## config.mk

```make
export PLATFORM = sky130hd
export DESIGN_NAME = fifo_tx_serializer
export DESIGN_NICKNAME = d
export VERILOG_FILES = /design/src/rtl/fifo_tx_serializer.sv
export SDC_FILE = /design/constraint.sdc
export NUM_CORES = 1
export LEC_CHECK = 0
export BUFFER_PORTS_ARGS = -buffer_cell sky130_fd_sc_hd__clkbuf_2
export CAP_MARGIN = 20
export CORE_ASPECT_RATIO = 0.8
export CORE_MARGIN = 10
export CORE_UTILIZATION = 35
export DETAILED_ROUTE_END_ITERATION = 16
export SYNTH_ARGS = -nofsm -noshare
export SYNTH_HDL_FRONTEND = slang
export SYNTH_SLANG_ARGS = --single-unit
```

## constraint.sdc

```tcl
create_clock -name clk -period 2.7 [get_ports clk]
set_input_delay 0.54 -clock clk [delete_from_list [all_inputs] [get_ports clk]]
set_output_delay 0.54 -clock clk [all_outputs]
set_load 0.02 [all_outputs]
```

## src/rtl/fifo_tx_serializer.sv

```systemverilog
// -----------------------------------------------------------------------------
// fifo_tx_serializer
//
// Drain stage between the FIFO read port and the board-level serial pin.
// Whenever the FIFO is non-empty and transmission is enabled, one word is
// popped and sent as an asynchronous serial frame: start bit (0), DATA_W data
// bits LSB first, stop bit (1). Every bit lasts CLKS_PER_BIT clocks.
//
// Ports
//   clk         in   system clock, rising edge
//   rst         in   asynchronous reset, active-high
//   tx_en       in   1 = allowed to start a new frame
//   fifo_empty  in   FIFO empty flag
//   fifo_data   in   FIFO read data, valid one clk after fifo_rd is sampled
//   fifo_rd     out  read strobe (combinational, IDLE state only)
//   tx_out      out  serial line, idles high, registered
//   busy        out  1 while state != IDLE
//   frame_done  out  1-cycle pulse in the last cycle of the stop bit
// -----------------------------------------------------------------------------
module fifo_tx_serializer #(
    parameter int DATA_W       = 4,
    parameter int CLKS_PER_BIT = 4
) (
    input  logic              clk,
    input  logic              rst,
    input  logic              tx_en,
    input  logic              fifo_empty,
    input  logic [DATA_W-1:0] fifo_data,
    output logic              fifo_rd,
    output logic              tx_out,
    output logic              busy,
    output logic              frame_done
);

    localparam int BIT_W  = (DATA_W > 1)       ? $clog2(DATA_W)       : 1;
    localparam int BAUD_W = (CLKS_PER_BIT > 1) ? $clog2(CLKS_PER_BIT) : 1;

    typedef enum logic [2:0] {
        S_IDLE,
        S_WAIT,
        S_START,
        S_DATA,
        S_STOP
    } state_t;

    state_t              r_state;
    logic [DATA_W-1:0]   r_shift;
    logic [BIT_W-1:0]    r_bit_cnt;
    logic [BAUD_W-1:0]   r_baud;
    logic                r_tx_out;
    logic                r_frame_done;

    logic                w_baud_last;
    logic                w_stop_pre_last;
    logic                w_fifo_rd;
    logic [DATA_W-1:0]   w_shift_next;

    assign w_baud_last     = (r_baud == BAUD_W'(CLKS_PER_BIT - 1));
    // frame_done is registered, so it is armed one cycle before the final
    // stop-bit cycle in order to be high during that final cycle.
    assign w_stop_pre_last = (r_state == S_STOP) && (r_baud == BAUD_W'(CLKS_PER_BIT - 2));
    assign w_shift_next    = r_shift >> 1;

    // Pop request is only ever raised from IDLE; rst gates it so that the
    // strobe is low for the whole reset interval, even with the clock stopped.
    assign w_fifo_rd = (r_state == S_IDLE) && tx_en && !fifo_empty && !rst;

    // NOTE: all state below uses non-blocking assignments so every register
    // samples pre-edge values; blocking here would create order-dependent races.
    always_ff @(posedge clk or posedge rst) begin
        if (rst) begin
            r_state      <= S_IDLE;
            r_shift      <= '0;
            r_bit_cnt    <= '0;
            r_baud       <= '0;
            r_tx_out     <= 1'b1;
            r_frame_done <= 1'b0;
        end else begin
            r_frame_done <= w_stop_pre_last;
            case (r_state)
                S_IDLE: begin
                    r_baud   <= '0;
                    r_tx_out <= 1'b1;
                    if (w_fifo_rd) begin
                        r_state <= S_WAIT;
                    end
                end
                // Read data becomes valid during this cycle; capture it and
                // drive the start bit from the next edge on.
                S_WAIT: begin
                    r_shift  <= fifo_data;
                    r_baud   <= '0;
                    r_tx_out <= 1'b0;
                    r_state  <= S_START;
                end
                S_START: begin
                    if (w_baud_last) begin
                        r_baud    <= '0;
                        r_bit_cnt <= '0;
                        r_tx_out  <= r_shift[0];
                        r_state   <= S_DATA;
                    end else begin
                        r_baud <= r_baud + BAUD_W'(1);
                    end
                end
                S_DATA: begin
                    if (w_baud_last) begin
                        r_baud <= '0;
                        if (r_bit_cnt == BIT_W'(DATA_W - 1)) begin
                            r_tx_out <= 1'b1;
                            r_state  <= S_STOP;
                        end else begin
                            r_bit_cnt <= r_bit_cnt + BIT_W'(1);
                            r_shift   <= w_shift_next;
                            r_tx_out  <= w_shift_next[0];
                        end
                    end else begin
                        r_baud <= r_baud + BAUD_W'(1);
                    end
                end
                S_STOP: begin
                    r_tx_out <= 1'b1;
                    if (w_baud_last) begin
                        r_baud  <= '0;
                        r_state <= S_IDLE;
                    end else begin
                        r_baud <= r_baud + BAUD_W'(1);
                    end
                end
                default: begin
                    r_baud   <= '0;
                    r_tx_out <= 1'b1;
                    r_state  <= S_IDLE;
                end
            endcase
        end
    end

    assign fifo_rd    = w_fifo_rd;
    assign tx_out     = r_tx_out;
    assign busy       = (r_state != S_IDLE);
    assign frame_done = r_frame_done;

endmodule

```

# Word-level counts from Yosys, hierarchy flattened
# Index checks and enable logic that the tools add are counted.
[word_totals] register_bits=13 out_inout_bits=4 in_bits=8
[op_classes] muxes=19 reduce_logical=15 addsub=2 eq_ne=13
[ops] op="$mux W3" count=5
[ops] op="$pmux W3 S5" count=1
[ops] op="$ne A2 B2 Y1 const B" count=6
[ops] op="$mux W2" count=5
[ops] op="$mux W4" count=2
[ops] op="$pmux W4 S2" count=1
[ops] op="$eq A2 B2 Y1 const B" count=3
[ops] op="$eq A3 B2 Y1 const B" count=2
[ops] op="$reduce_and A5 Y1" count=1
[ops] op="$add A2 B1 Y2 const B" count=2
[ops] op="$logic_and A1 B1 Y1" count=4
[ops] op="$pmux W2 S2" count=1
[ops] op="$reduce_and A4 Y1" count=1
[ops] op="$reduce_bool A2 Y1" count=2
[ops] op="$eq A3 B1 Y1 const B" count=1
[ops] op="$eq A3 B3 Y1 const B" count=1
[ops] op="$logic_not A3 Y1" count=1
[ops] op="$mux W1" count=3
[ops] op="$pmux W1 S3" count=1
[ops] op="$reduce_and A3 Y1" count=1
[ops] op="$reduce_bool A3 Y1" count=1
[ops] op="$reduce_or A3 Y1" count=1
[ops] op="$logic_not A1 Y1" count=2
[ops] op="$reduce_and A2 Y1" count=1

# Logic depth before layout (Yosys ltp)
# Gate-level depths: netlist (run 1).
[depth] depth_word=6 ltp_mapped=4 depth_no_buf=4

# Worst setup path before layout (run 1)
# No wires, ideal clock.
[synth_timing] path_type="reg2out" from="reg r_state[1]" to="out fifo_rd" path_stages_with_launch=4 path_slack_ns=0.757 arrival_ns=1.403 t_required_ns=2.160 cell_sequence="dfrtp_1 -> buf_2 -> or3_1 -> nor2_1"
[synth_via] elab_chain_cells=4
[synth_rtl] item="from (decl)" line="46" rtl="state_t r_state;"
[synth_rtl] item="from (signal assigned)" line="72" rtl="r_state <= S_IDLE;"
[synth_rtl] item="from (signal assigned)" line="85" rtl="r_state <= S_WAIT;"
[synth_rtl] item="from (signal assigned)" line="94" rtl="r_state <= S_START;"
[synth_rtl] item="$logic_not A3 Y1" line="66" rtl="assign w_fifo_rd = (r_state == S_IDLE) && tx_en && !fifo_empty && !rst;"
[synth_rtl] item="$logic_and A1 B1 Y1 (3 in series)" line="66"
[synth_rtl] item="to (decl)" line="29" rtl="output logic fifo_rd,"
# Every way passes these cells.

# Worst setup path in the final report (run 1)
# Same ends and word-level chain as after synthesis.

==> out/results.txt, run 1 <==
The unique cell type count in the Yosys netlist was 27. Overall global routing resource usage: 0.0690. The initial antenna violation count was 0; the via count of the routed design was 509. The number of setup buffers added after CTS is 0.

The run gives 0.364 as the effective utilization at floorplan. The fraction of final layout cells sized beyond drive strength 1 is 0.278. Synthesis inferred 13 register bits.

Setup repair after global routing left no endpoint under its margin. The run gives 1.26 mm as the aggregate routed wire length. Number of remaining DRC errors: 0. The tools report the library cell used as clock root buffer as clkbuf_4.

The number of nets with antenna violations after detailed routing is 0, and the average wire length per cell after detail routing is 12.2 um. TritonCTS built the clock tree. The height of the chip is 59.5 um, and the half-perimeter wire length after detailed placement is 963 um. For the depth of the CTS H-tree, the log shows 1. After floorplanning, the core was divided into 14 placement rows. Counting I/O delays and the setup requirement, the final critical path takes 2090 ps.

For this run, the post-layout net count is 91. The post-route non-filler standard cell count came out at 103. On the final layout, the worst hold slack is 266 ps. The clock reaches the later pin of the worst-skew pair after 270 ps.

The violation count after the first detailed-route iteration came out at 25. The post-CTS resize count is 0. The internal reg-to-reg setup slack was 1140 ps; the clock skew was 6.52 ps.

The logs give 527 for the number of global-route vias before repair and 0 for the antenna diode count. Pin placement for this block handled 12 I/O pins. The total count of hold-check failures in the final report is 0, and the clock net sink count is 13.

Power spread over the standard cell area amounts to 958 nW/um^2. The die covers 4130 um^2. For the sequential area share after synthesis, the log shows 0.478. Relative to the synthesized area, the layout overhead comes to 14.3%. The combined area of all synthesized cells is 683 um^2, and the setup total negative slack is 0 ps. Among all flip-flop cells after synthesis, the most frequent one is dfrtp_1. At the worst endpoint, the required time is 2160 ps. The run gives 0.669 as the headroom to the max-slew limit. The clock-pin slew of the registers on the worst-case setup and hold paths was 80 ps; the highest net fanout along the worst path was 16. Critical path's largest stage delay: 560 ps. The data arrival time of the critical path came out at 1550 ps. The tool flagged a number of max-cap violations equal to 0. Setup violations remaining at the end of the flow were counted as 0.

The horizontal extent of the die was 69.4 um. The number of enable-type register cells in the synthesized netlist came out at 0. After clock tree synthesis, the flow added hold-fix buffers numbering 0. The first detailed-routing pass took 4 iterations. The tools report the count of pins over their slew limit as 0. The worst hold path belongs to the class in2async.

The flow ran to the end, and the final reports show no timing, DRC or antenna violations. The core region is 1870 um^2. The slew of the pin with the lowest slew margin is 495 ps. The share of the clock period used by the worst path after layout was 0.775; the average size of a mapped cell was 10.2 um^2. The capturing element type of the critical path was an output pin. The logs give 0 for the remaining global-route overflow and 99 for the total instance count after detailed placement. Counting along the longest clock path gives a buffer depth of 2. The run gives 78 as the number of nets produced by synthesis. Number of port buffers: 11. The number of buffers inserted during clock tree synthesis was 3.

Static timing analysis puts the maximum clock frequency at 0.478 GHz. The worst IR drop on VDD was 380 uV. The gate count after technology mapping was 67. The tools report the launching element type of the critical path as a flip-flop. Critical path's slowest cell: dfrtp_1.

Post-route total power: 0.748 mW. The tools report the leakage power figure as 0.377 nW. The via density per instance works out to 4.94. Entering global routing, the biggest net connects 17 pins.

The congestion estimate from routability-driven global placement came to 0.699. The first global-routing pass estimated 2.36 mm of wire. The Yosys step of the flow raised 0 warnings. The critical path class was reg2out. The proportion of synthesized flip-flops having asynchronous set or reset was 1.00.

The critical path goes through or3_1 -> nor2_1 -> clkbuf_2.
## power breakdown
| group | internal (mW) | total (mW) | switching, mW |
|---|---|---|---|
| Clock | 0.0572 | 0.118 | 0.0604 |
| Combinational | 0.151 | 0.290 | 0.138 |
| Sequential | 0.269 | 0.341 | 0.0724 |
| Total | 0.477 | 0.748 | 0.271 |
## placed cells by master (no fill, tap or decap)
master	Yosys	layout
a211oi_1	1	1
a21boi_2	1	1
a21o_1	1	1
a21oi_1	1	1
a31oi_1	2	2
and3_1	2	2
clkbuf_1	1	1
clkbuf_2	0	11
clkbuf_4	0	3
dfrtp_1	12	12
dfstp_2	1	1
ha_1	3	3
inv_1	5	5
mux2_2	6	6
mux2i_1	1	1
nand2_1	4	4
nand2b_1	1	1
nand3_1	2	2
nand3b_1	3	3
nor2_1	5	5
nor2b_1	1	1
nor3_1	1	1
nor3b_1	1	1
nor4_1	1	1
nor4bb_1	1	1
o21ai_0	5	5
or3_1	2	2
or4_1	1	1
## final timing paths
check,start,to,cells after the start
max in group asynchronous,rst,tx_out,2
max,r_state[1],fifo_rd,3
min,rst,r_state[0],2
min in group clk,r_baud[0],r_baud[0],1
min reg2reg,r_baud[0],r_baud[0],1
max reg2reg,r_bit_cnt[0],r_shift[2],4
## kinds of logic (layout without fill, tap and decap cells)
| group | Yosys count | count (layout) | synth area share |
|---|---|---|---|
| and+or+nand+nor | 25 | 25 | 0.205 |
| AOI/OAI and AO/OA | 11 | 11 | 0.101 |
| buffers and inverters | 8 | 20 | 0.0476 |
| muxes | 7 | 7 | 0.114 |
| DFF | 13 | 13 | 0.478 |
| adders and majority gates | 3 | 3 | 0.0550 |
## metal layers
metal,GRT usage,up-vias,part of all wire
met2,0.105,13,0.42
li1,-,261,-
met4,0.00860,0,0.0048
met5,0,-,0
met1,0.0821,233,0.50
met3,0.0436,2,0.064
## sequential cells by signal, indices dropped and copies added (netlist names)
register,cells
r_shift,4
r_state,3
r_baud,2
r_bit_cnt,2
frame_done,1
tx_out,1
## area by class of cell
type / instances / area [um^2]
clock buffers: 4 / 26.3
repair buffers: 11 / 55.1
flip-flops and latches: 13 / 327
well taps: 24 / 30.0
inverters: 5 / 18.8
fillers: 185 / 1090
multi-input cells: 46 / 324
## cells in the mapped netlist, types with 2 or more instances
| cell | n | share of area |
|---|---|---|
| nand3_1 | 2 | 0.015 |
| nor2_1 | 5 | 0.027 |
| dfrtp_1 | 12 | 0.44 |
| ha_1 | 3 | 0.055 |
| mux2_2 | 6 | 0.099 |
| buf_2 | 2 | 0.015 |
| and3_1 | 2 | 0.018 |
| o21ai_0 | 5 | 0.037 |
| nand2_1 | 4 | 0.022 |
| or3_1 | 2 | 0.018 |
| a31oi_1 | 2 | 0.018 |
| nand3b_1 | 3 | 0.033 |
| inv_1 | 5 | 0.027 |
## stage by stage
| step | worst slack, ps | util | cell area, um^2 |
|---|---|---|---|
| finish | 606 | 0.417 | 781 |
| global route | 521 | 0.417 | 781 |
| CTS | 590 | 0.417 | 781 |
| detailed placement | 912 | 0.403 | 754 |
| global placement | 939 | 0.403 | 754 |
| floorplan | 757 | - | 683 |
## worst max-delay path: cells and delay by family (launching register included)
| family | cells | cell delay [ps] |
|---|---|---|
| buffers and inverters | 1 | 170 |
| and+or+nand+nor | 2 | 550 |
| DFF | 1 | 560 |
Power figures use the tool's default switching activity.
==> run 2: changes to the inputs <==
==> constraint.sdc (replaced) <==
create_clock -name clk -period 2.11 [get_ports clk]
set_input_delay 0.422 -clock clk [delete_from_list [all_inputs] [get_ports clk]]
set_output_delay 0.422 -clock clk [all_outputs]
set_load 0.02 [all_outputs]
==> run 2 against run 1 <==
  * Non-clock buffer count is 1 higher
  * Combinational power is 38% higher
  * Wire length is 3.2% higher
  * Design area is 1.1% higher
  * Critical path depth stayed put
  * Die area stayed put
  * Worst hold slack worse by 130 ps
  * Sequential cell count stayed put
==> out/results.txt, run 2 (synthesized netlist as in run 1, its figures left out) <==
The run finished with clean final reports. The number of nets with antenna violations after detailed routing is 0 (unchanged), and the routability congestion estimate is 0.772 (+10%). The final-report setup violation count was 0 (unchanged); the fraction of final layout cells sized beyond drive strength 1 was 0.300 (+0.0215).

The tools report the total instance count after detailed placement as 100 (+1.0%). The register with the most flip-flops in the final layout is r_shift. The worst setup path is captured at an output pin. Launching element type of the critical path: a flip-flop. The number of global-route vias before repair came out at 523 (-0.76%). The count of fill cells added during filler insertion is 181 (-2.2%), and the power density over the cells is 1230 nW/um^2 (+28%).

The number of remaining DRC errors was 0 (unchanged). The setup total negative slack came out at 0 ps (unchanged). Height of the chip: 59.5 um (unchanged). The combinational group share of total power was 0.413 (+0.026); the first-pass iteration count of the detailed router was 2 (-2). The logs give 509 (unchanged) for the via count of the routed design and 1 (unchanged) for the depth of the CTS H-tree. The boundary pin count was 12 (unchanged). The post-CTS resize count was 0 (unchanged); the required time of the critical path was 1690 ps (-470 ps).

The area growth from synthesis to layout is 15.6%. The via density per instance works out to 4.89 (-0.96%). The number of violations of the max-capacitance limit was 0 (unchanged). The critical path's slowest cell was dfrtp_1. The maximum achievable frequency was 0.524 GHz; the register share of total power was 0.428 (-0.028). The tools report the number of hold-repair buffers added at the cts stage as 0 (unchanged).

The tools report the number of buffers inserted to repair setup after CTS as 0 (unchanged). The flip-flop count of the largest register after layout is 4 (unchanged). The slew of the pin with the lowest slew margin works out to 497 ps (+2.22 ps). Leakage power figure: 0.384 nW (+1.8%). The number of cells on the worst reg-to-reg path was 4 (unchanged); the post-route non-filler standard cell count was 104 (+0.97%). The signal on the critical path passes through or3_1 -> nor2_1 -> clkbuf_2. Leaving out fill and tap cells, the most frequent cell in the layout is dfrtp_1. The smallest clock period supported by the final layout is computed as 1910 ps.

Setup repair after global routing left no endpoint under its margin. The logs give 2 (unchanged) for the maximum root-to-sink buffer count and 0 (unchanged) for the initial antenna violation count. The net count reported at finish came out at 92 (+1.1%).

Count of pins over their slew limit: 0 (unchanged). The cell count along the critical path was 3 (unchanged). Post-placement cell area: 762 um^2 (+0.99%). The net load switching power was 0.355 mW (+31%); the horizontal extent of the die was 69.4 um (unchanged). In the layout the commonest cells are 12 x dfrtp_1, 11 x clkbuf_2, 6 x mux2_2. The final cell area excluding filler cells was 790 um^2 (+1.1%); the final core utilization was 0.421 (+0.00467). The critical path is of the reg2out type.

The number of rows in the core area is 14 (unchanged), and the aggregate routed wire length is 1.30 mm (+3.2%). The headroom to the max-slew limit was 0.668 (-0.00148); the data arrival time of the critical path was 1490 ps (-60 ps). The switching share of total power was 0.366 (+0.00403). The share of the clock period used by the worst path after layout is 0.905.

TritonCTS built the clock tree. The run gives 0 (unchanged) as the antenna diode count. The origin of the worst setup path is r_state[2].

On the critical path the largest part of the delay comes from simple AND/OR/NAND/NOR gates. The run gives 140 ps (-126 ps) as the worst hold-check slack. The worst register-to-register path begins at r_bit_cnt[0]. The highest net fanout along the worst path was 10 (-6). Classification of the worst-slack hold path: in2async. The logs give 0.614 mW (+29%) for the internal power component and 4130 um^2 (unchanged) for the die area. The count of buffer and inverter cells on the critical path was 1 (unchanged).

The tools report the global-route wire length before repair as 2.35 mm (-0.30%). The run gives 0 (unchanged) as the total count of hold-check failures in the final report. The core footprint came out at 1870 um^2 (unchanged).

The logs give 13.1 ps (+6.62 ps) for the clock skew and 280 ps (about the same) for the clock latency on the worst-skew pair. The number of port buffers was 11 (unchanged). The clock-pin slew of the registers on the worst-case setup and hold paths came out at 90 ps (about the same). Half-perimeter wire length after detailed placement: 977 um (+1.5%).

The maximum number of pins on one net before global-route repair was 16 (-1); the critical path's largest stage delay was 490 ps (-70 ps). The power share of the clock group was 0.158 (about the same). Average wire length per cell after detail routing: 12.5 um (+2.2%). The worst IR drop on VDD came out at 540 uV (+42%).

In the final layout, the registers with the most flip-flops are r_shift: 4 flops, r_state: 3 flops. Remaining global-route overflow: 0 (unchanged). The effective utilization at floorplan came out at 0.364 (unchanged). The number of buffers inserted during clock tree synthesis came out at 3 (unchanged). Clock tree synthesis selected as its root buffer the cell clkbuf_4.

The tools report the overall global routing resource usage as 0.0694 (+0.000423). The clock net sink count is 13 (unchanged), and the violation count after the first detailed-route iteration is 7 (-72%).
==> run 2: cell count changes in the layout (fill, tap and decap cells not counted) <==
cell	previous run	this run
clkbuf_1	1	0
buf_4	0	1
clkinv_2	0	1
==> run 2: layout make-up <==
class | count | area, um^2 | share of cell area
Clock buffer | 3 | 22.5 | 0.0285
Clock inverter | 1 | 5.00 | 0.00634
Inverter | 5 | 18.8 | 0.0238
Multi-Input combinational cell | 46 | 324 | 0.410
Sequential cell | 13 | 327 | 0.414
Tap cell | 24 | 30.0 | 0.0380
Timing Repair Buffer | 12 | 62.6 | 0.0792
==> run 2: path summary, 6_finish.rpt <==
kind                            slack, ps         end
worst min register to register        470   r_baud[0]
min in group clk                      410  r_shift[3]
worst max register to register        520  r_shift[0]
worst min-delay path                  140  r_state[0]
max in group asynchronous            1610      tx_out
worst max-delay path                  200     fifo_rd
==> run 2: power by group through the flow <==
stage	Clock, mW	Sequential [mW]	Combinational, mW
after floorplan	0	0.407	0.325
after global placement	0	0.416	0.396
after detailed placement	0	0.420	0.405
after CTS	0.161	0.415	0.407
after global routing	0.177	0.429	0.466
final	0.153	0.415	0.400
==> run 2: layer usage <==
metal / track usage / part of all wire
met1: 0.0861 / 0.53
met4: 0.00860 / 0.0039
met5: 0 / 0
met2: 0.100 / 0.39
met3: 0.0452 / 0.072
==> run 2: metrics by stage <==
stage	power (mW)	worst slack (ps)
2_1_floorplan	0.732	285
3_3_place_gp	0.813	546
3_5_place_dp	0.825	528
4_1_cts	0.983	195
5_1_grt	1.07	107
6_report	0.968	200
==> run 3: changes to the inputs <==
--- a/config.mk
+++ b/config.mk
@@ -6,11 +6,12 @@
 export NUM_CORES = 1
 export LEC_CHECK = 0
 export BUFFER_PORTS_ARGS = -buffer_cell sky130_fd_sc_hd__clkbuf_2
-export CAP_MARGIN = 20
+export CAP_MARGIN = 10
 export CORE_ASPECT_RATIO = 0.8
 export CORE_MARGIN = 10
 export CORE_UTILIZATION = 35
 export DETAILED_ROUTE_END_ITERATION = 16
+export SLEW_MARGIN = 0
 export SYNTH_ARGS = -nofsm -noshare
 export SYNTH_HDL_FRONTEND = slang
 export SYNTH_SLANG_ARGS = --single-unit
==> constraint.sdc (replaced) <==
create_clock -name clk -period 2 [get_ports clk]
set_input_delay 0.4 -clock clk [delete_from_list [all_inputs] [get_ports clk]]
set_output_delay 0.4 -clock clk [all_outputs]
set_load 0.02 [all_outputs]
==> run 3 against run 2 <==
  * Sequential cell count is the same
  * Die area unchanged
  * Clock power up 8%
  * Cell count unchanged
  * Critical endpoint unchanged
  * Highest routed layer unchanged
==> out/results.txt, run 3 (synthesized netlist as in run 1, its figures left out) <==
In this run the clock root is driven by a clkbuf_4. The run gives 0.375 mW (+5.7%) as the net load switching power. The horizontal extent of the die came out at 69.4 um (unchanged). The layout-stage area growth over the synthesis result works out to 15.8%. Share of the clock period used by the worst path after layout: 0.930. On the critical path, the stage with the largest delay is an instance of dfrtp_2. Final cell area excluding filler cells: 791 um^2 (+0.16%). The critical path is of the reg2out type. The cell count along the critical path is 3 (unchanged), and the depth of the CTS H-tree is 1 (unchanged). The tools report the final-report setup violation count as 0 (unchanged). The path class of the tightest hold or removal check is in2async.

Leaving out fill and tap cells, the most frequent cells in the layout are 11 x dfrtp_1, 11 x clkbuf_2, 6 x mux2_2. The register share of total power is 0.425 (-0.003), and the clock-pin slew of the registers on the worst-case setup and hold paths is 90 ps (about the same). The register with the most flip-flops in the final layout is r_shift.

The run gives 0 (unchanged) as the count of pins over their slew limit. Height of the chip: 59.5 um (unchanged). The maximum root-to-sink buffer count is 2 (unchanged), and the post-place setup slack is 431 ps (-96.9 ps). The number of buffers inserted during clock tree synthesis is 3 (unchanged), and the post-route minimum period is 1860 ps. The worst IR drop on VDD was 540 uV (about the same).

The count of buffer and inverter cells on the critical path was 1 (unchanged); the post-route worst setup slack was 140 ps (-60.0 ps). The run gives 0 (unchanged) as the post-CTS resize count. The capturing element type of the critical path is an output pin.

The critical path's largest stage delay came out at 480 ps (about the same). For the clock latency on the worst-skew pair, the log shows 280 ps (about the same). The largest registers in the layout are r_shift: 4 flops, r_state: 3 flops. For the global-route wire length before repair, the log shows 2.37 mm (+0.89%). The tools report the die area as 4130 um^2 (unchanged).

The core footprint was 1870 um^2 (unchanged); the slew of the pin with the lowest slew margin was 492 ps (-5.75 ps). The clock net sink count was 13 (unchanged); the number of nets with antenna violations after detailed routing was 0 (unchanged). The signal on the critical path passes through or3_1 -> nor2_1 -> clkbuf_2. The number of violations of the max-capacitance limit was 0 (unchanged); the highest net fanout along the worst path was 10 (unchanged). The aggregate routed wire length is 1.31 mm (+0.77%), and the number of buffers inserted to repair setup after CTS is 0 (unchanged). The number of hold-repair buffers added at the cts stage is 0 (unchanged), and the fraction of final layout cells sized beyond drive strength 1 is 0.313 (+0.0125). For the violation count after the first detailed-route iteration, the log shows 16 (+9). For the post-route total power, the log shows 1.02 mW (+5.5%). The worst setup path is launched from a flip-flop. The logs give 0.162 (+0.004) for the power share of the clock group and 762 um^2 (unchanged) for the post-placement cell area.

The tools report the via count of the routed design as 508 (-0.20%). The flow ran to the end, and the final reports show no timing, DRC or antenna violations. For the number of rows in the core area, the log shows 14 (unchanged). The run gives 0.413 (about the same) as the combinational group share of total power.

The number of port buffers was 11 (unchanged). The tools report the maximum number of pins on one net before global-route repair as 16 (unchanged). For the boundary pin count, the log shows 12 (unchanged). The switching share of total power is 0.367 (+0.000497), and the leakage power figure is 0.382 nW (-0.43%). For the required time of the critical path, the log shows 1600 ps (-90 ps). The initial antenna violation count is 0 (unchanged). The overall global routing resource usage is 0.0718 (+0.00240), and the data arrival time of the critical path is 1460 ps (-30 ps). TritonCTS built the clock tree. The number of global-route vias before repair is 524 (+0.19%). The antenna diode count is 0 (unchanged), and the number of remaining DRC errors is 0 (unchanged). Half-perimeter wire length after detailed placement: 942 um (-3.6%). The run gives 0 (unchanged) as the total count of hold-check failures in the final report. Setup repair after global routing left no endpoint under its margin. The tools report the headroom to the max-slew limit as 0.672 (+0.00384). The tools report the routability congestion estimate as 0.741 (-4.0%).

For the clock skew, the log shows 9.58 ps (-3.56 ps). For the effective utilization at floorplan, the log shows 0.364 (unchanged). Static timing analysis puts the maximum clock frequency at 0.538 GHz. Via density per instance: 4.88 (-0.20%). The flip-flop count of the largest register after layout came out at 4 (unchanged).

The first-pass iteration count of the detailed router is 4 (+2). On the critical path the largest part of the delay comes from simple AND/OR/NAND/NOR gates. The final core utilization is 0.422 (+0.000668).

The tools report the internal power component as 0.647 mW (+5.5%). The tools report the remaining global-route overflow as 0 (unchanged). The power density over the cells was 1290 nW/um^2 (+5.4%). The setup total negative slack is 0 ps (unchanged), and the average wire length per cell after detail routing is 12.6 um (+0.77%). The number of cells on the worst reg-to-reg path was 4 (unchanged). The net count reported at finish came out at 92 (unchanged).
run 3: cell counts in the layout (fill, tap and decap cells not counted):
Identical to the previous run, type by type.
run 3: worst paths after layout:
path / slack [ps] / endpoint / from
hold / removal: 110 / r_state[0] / rst
min in group clk: 370 / r_shift[3] / fifo_data[3]
setup / recovery: 140 / fifo_rd / r_state[2]
setup reg to reg: 420 / r_shift[2] / r_bit_cnt[0]
hold reg to reg: 460 / r_baud[0] / r_baud[0]
max in group asynchronous: 1530 / r_state[2] / rst
run 3: worst reg2reg max path: cells and delay by family (launching register included):
family	cells	cell delay, ps
fa+ha+maj	1	270
simple gates	1	180
compound gates	1	230
mux	1	370
flops	1	400
run 3: stage by stage:
step	hold WS, ps	cells
3_5_place_dp	451	100
3_3_place_gp	442	100
5_1_grt	160	104
2_1_floorplan	276	67
6_report	114	104
4_1_cts	134	104
run 3: power groups by stage:
stage / clock network, mW / logic (mW) / registers [mW]
3_3_place_gp: 0 / 0.417 / 0.439
6_report: 0.165 / 0.422 / 0.435
2_1_floorplan: 0 / 0.343 / 0.429
4_1_cts: 0.171 / 0.431 / 0.436
3_5_place_dp: 0 / 0.427 / 0.439
5_1_grt: 0.183 / 0.490 / 0.452
run 3: final cells by class:
| cell class | count | area (um^2) |
|---|---|---|
| inverter | 5 | 18.8 |
| tap | 24 | 30.0 |
| multi-input combinational | 46 | 324 |
| timing repair buffer | 12 | 62.6 |
| fill | 186 | 1080 |
| sequential | 13 | 328 |
| clock inverter | 1 | 5.00 |
| clock buffer | 3 | 22.5 |
run 3: metal layers:
metal	global-route usage	vias up	routed length [um]
met5	0	-	0
met4	0.0172	0	8
met3	0.0469	2	98
met2	0.0964	13	503
met1	0.0916	230	697
li1	-	263	-
